## config.mk

```make
export PLATFORM = sky130hd
export DESIGN_NAME = parity_tree
export DESIGN_NICKNAME = d
export VERILOG_FILES = /design/src/rtl/uart_pkg.sv /design/src/rtl/parity_tree.sv
export SDC_FILE = /design/constraint.sdc
export NUM_CORES = 1
export LEC_CHECK = 0
export ABC_AREA = 1
export BUFFER_PORTS_ARGS = -buffer_cell sky130_fd_sc_hd__clkbuf_2
export CORE_AREA = 2 2 39 41
export DETAILED_ROUTE_END_ITERATION = 10
export DIE_AREA = 0 0 41 43
export PLACE_DENSITY = 0.53
export SYNTH_ARGS = -nofsm -noshare
export SYNTH_HDL_FRONTEND = slang
export SYNTH_SLANG_ARGS = --single-unit
```

## constraint.sdc

```tcl
create_clock -name vclk -period 1.2
set_input_delay 0.24 -clock vclk [all_inputs]
set_output_delay 0.24 -clock vclk [all_outputs]
set_load 0.02 [all_outputs]
```

## src/rtl/uart_pkg.sv

```systemverilog
// Shared UART parity definitions: parity mode and RX frame state encodings,
// the latched frame configuration, and the mode-to-parity-bit mapping.
package uart_pkg;

  localparam int unsigned LEN_W = 5;

  typedef enum logic [1:0] {
    PAR_ODD   = 2'b00,
    PAR_EVEN  = 2'b01,
    PAR_MARK  = 2'b10,
    PAR_SPACE = 2'b11
  } par_mode_e;

  typedef enum logic [1:0] {
    RX_IDLE = 2'b00,
    RX_DATA = 2'b01,
    RX_PAR  = 2'b10
  } rx_state_e;

  typedef struct packed {
    logic             par_en;
    par_mode_e        mode;
    logic [LEN_W-1:0] len;
  } par_cfg_t;

  // Turn the raw XOR of the data bits into the parity bit for a given mode.
  function automatic logic par_apply(input par_mode_e mode, input logic xor_bit);
    logic p;
    case (mode)
      PAR_ODD:  p = ~xor_bit;
      PAR_EVEN: p = xor_bit;
      PAR_MARK: p = 1'b1;
      default:  p = 1'b0;
    endcase
    return p;
  endfunction

endpackage

```

## src/rtl/parity_tree.sv

```systemverilog
// Combinational XOR of the low `len` bits of a MAX_WIDTH-bit word; bits at or
// above `len` do not contribute.
module parity_tree
  import uart_pkg::*;
#(
  parameter int unsigned MAX_WIDTH = 9
) (
  input  logic [MAX_WIDTH-1:0] data,
  input  logic [LEN_W-1:0]     len,
  output logic                 xor_c
);

  always_comb begin
    xor_c = 1'b0;
    for (int unsigned i = 0; i < MAX_WIDTH; i++) begin
      if (LEN_W'(i) < len) xor_c = xor_c ^ data[i];
    end
  end

endmodule

```

==> flow_summary.ini <==
[yosys]
synth.distinct_cells = 11
synthCells = 56
synth.most_common_cell = nand2_1
synthTopCellsByArea = nand2_1 (39%), inv_1 (14%), nand3_1 (12%)
synth_nets = 70
synth.top_cell.area_share_pct = 39.00
synth_area_per_cell_um2 = 4.469
synth_seq_area_share_pct = 0
yosysTopAreaCell = nand2_1
synth_area_um2 = 250.2
ys_warn_count = 0
synthTopCellsByCount = nand2_1 (26), inv_1 (9), nand3_1 (6)

[critical_path]
critPathMaxFanout = 5
critical_path.top_delay_family = simple AND/OR/NAND/NOR gates
crit_path_start_kind = input port
cp_common_cell = nand2_1
max_stage_delay_ns = 0.16
worstSetupPathType = in2out
required_ns = 0.96
arrival_ns = 1.36
cp_cell_sequence = buf_8, nor2_4, nand2_2, nand2_1, nand2_1, nand2_1, nand2_1, nand2_1, nand2_2, nand2_1, nand2_1, nand2_1, nand2_1, inv_2, buf_8
cpMaxStageDelayCell = nor2_4
end_kind = output port
cp_num_buf_inv = 3

[route]
drtIter0Drc = 1
wl_per_cell_um = 7.256
ant_nets = 0
wirelength_um = 653
dr.pass1.iters = 2
vias = 373
drc = 0
vias_per_cell = 4.144

[min_path]
min_path_type = in2out

[final_layout]
clock_buffers = 0
final_nets = 90
area_growth_pct = 60.50
nFlopsAndLatches = 0
drive_above_1_share_pct = 37.84
diodes = 0
utilization_pct = 29.02
seqCellArea_um2 = 0

[timing]
setup_violations = 1
max_freq_mhz = 625.7
layout_min_cycle_time_ns = 1.598
rsz0062_at_grt = yes
finalWorstSetupSlack_ns = -0.3982
drv_slew = 0
max_slew_margin_pct = 84.37
tightest_slew_ns = 0.2327
min_period_over_period_pct = 133.2
hold_violations = 0

[global_route]
grt_max_degree = 6
antenna_found_initial = 0
grt_pass1_vias = 291
grt-ovfl-total = 0
track_usage_pct = 7.093
grt_pass1_wl_um = 966

[power_and_ir_drop]
finalPower_mw = 0.1742
vdd_drop_max_mv = 0.09625
power_leakage_nw = 0.2484
p_per_area_nw_per_um2 = 433.6

[run_status]
status = finished, violations left
violations = setup timing

[floorplanning]
die_w_um = 41
fp.dieH_um = 43
ios = 15
rows = 14
start_util_pct = 18.08
coreArea_um2 = 1384
die_area_um2 = 1763

[placed_design]
io_buffers = 15
gp_congestion = 0.7593
dp_hpwl_um = 500.9

[job]
maxCapViolCount = 0
placed cells by master, fill, tap and decap left out:
| cell type | count |
|---|---|
| buf_8 | 3 |
| nand4_1 | 1 |
| nor3_1 | 1 |
| nand2_1 | 25 |
| nor2_1 | 3 |
| nand2_2 | 5 |
| buf_4 | 2 |
| nand3b_1 | 2 |
| inv_1 | 7 |
| nand3_1 | 6 |
| nor2_4 | 1 |
| inv_2 | 3 |
| a21boi_0 | 1 |
| nor2_2 | 2 |
| clkbuf_2 | 12 |
power breakdown:
part | switching, mW | internal (mW) | total, mW
clock network | 0 | 0 | 0
logic | 0.0901 | 0.0841 | 0.174
registers | 0 | 0 | 0
worst paths after layout:
kind | start | to | cells after the start | slack, ns
max | len[4] | xor_c | 15 | -0.40
min | data[7] | xor_c | 8 | 1.04
cells by family (layout without fill, tap and decap cells):
logic type,Yosys count,count (layout),synth area share (%)
AO/OA/AOI/OAI,1,1,3.001
buffers and inverters,10,27,15.00
AND/OR/NAND/NOR,45,46,81.99
what timing repair did:
action                                 in CTS  in global routing
setup buffers                               1                  0
hold buffers                                0                  0
gates resized for setup                     4                  8
endpoints found under the hold margin       0                  0
pin swaps                                   1                  9
setup endpoints to repair                   1                  1
gates cloned                                1                  0
area by class of cell:
cell class	instances	area, µm²
Fill cell	171	982.2
Multi-Input combinational cell	47	224.0
Timing Repair Buffer	17	120.1
Inverter	10	37.54
Tap cell	16	20.02
routing by layer:
metal	track usage, %	vias to the layer above	wire [µm]
li1	-	208	-
met1	9.810	159	277
met2	12.50	6	345
met3	0	0	30
met4	0	0	0
met5	0	-	0
worst min-delay path, cell delays in order:
cell and delay (ns):
clkbuf_2 0.07, inv_1 0.04, nor2_1 0.09, nor3_1 0.07, nand3_1 0.07, nand2_1 0.06
inv_2 0.06, buf_8 0.10
per-stage QoR:
step | hold WS [ns] | cells | instance area (µm²) | setup slack, ns | TNS [ns]
global route | 1.120 | 90 | 401.6 | -0.5351 | -0.5351
global placement | 1.071 | 88 | 352.8 | -0.4665 | -0.4665
CTS | 1.060 | 90 | 386.6 | -0.4080 | -0.4080
finish | 1.038 | 90 | 401.6 | -0.3982 | -0.3982
floorplan | 0.8472 | 56 | 250.2 | -0.1488 | -0.1488
detailed placement | 1.067 | 88 | 352.8 | -0.4772 | -0.4772
No activity file was read; power rests on OpenSTA's default activity.
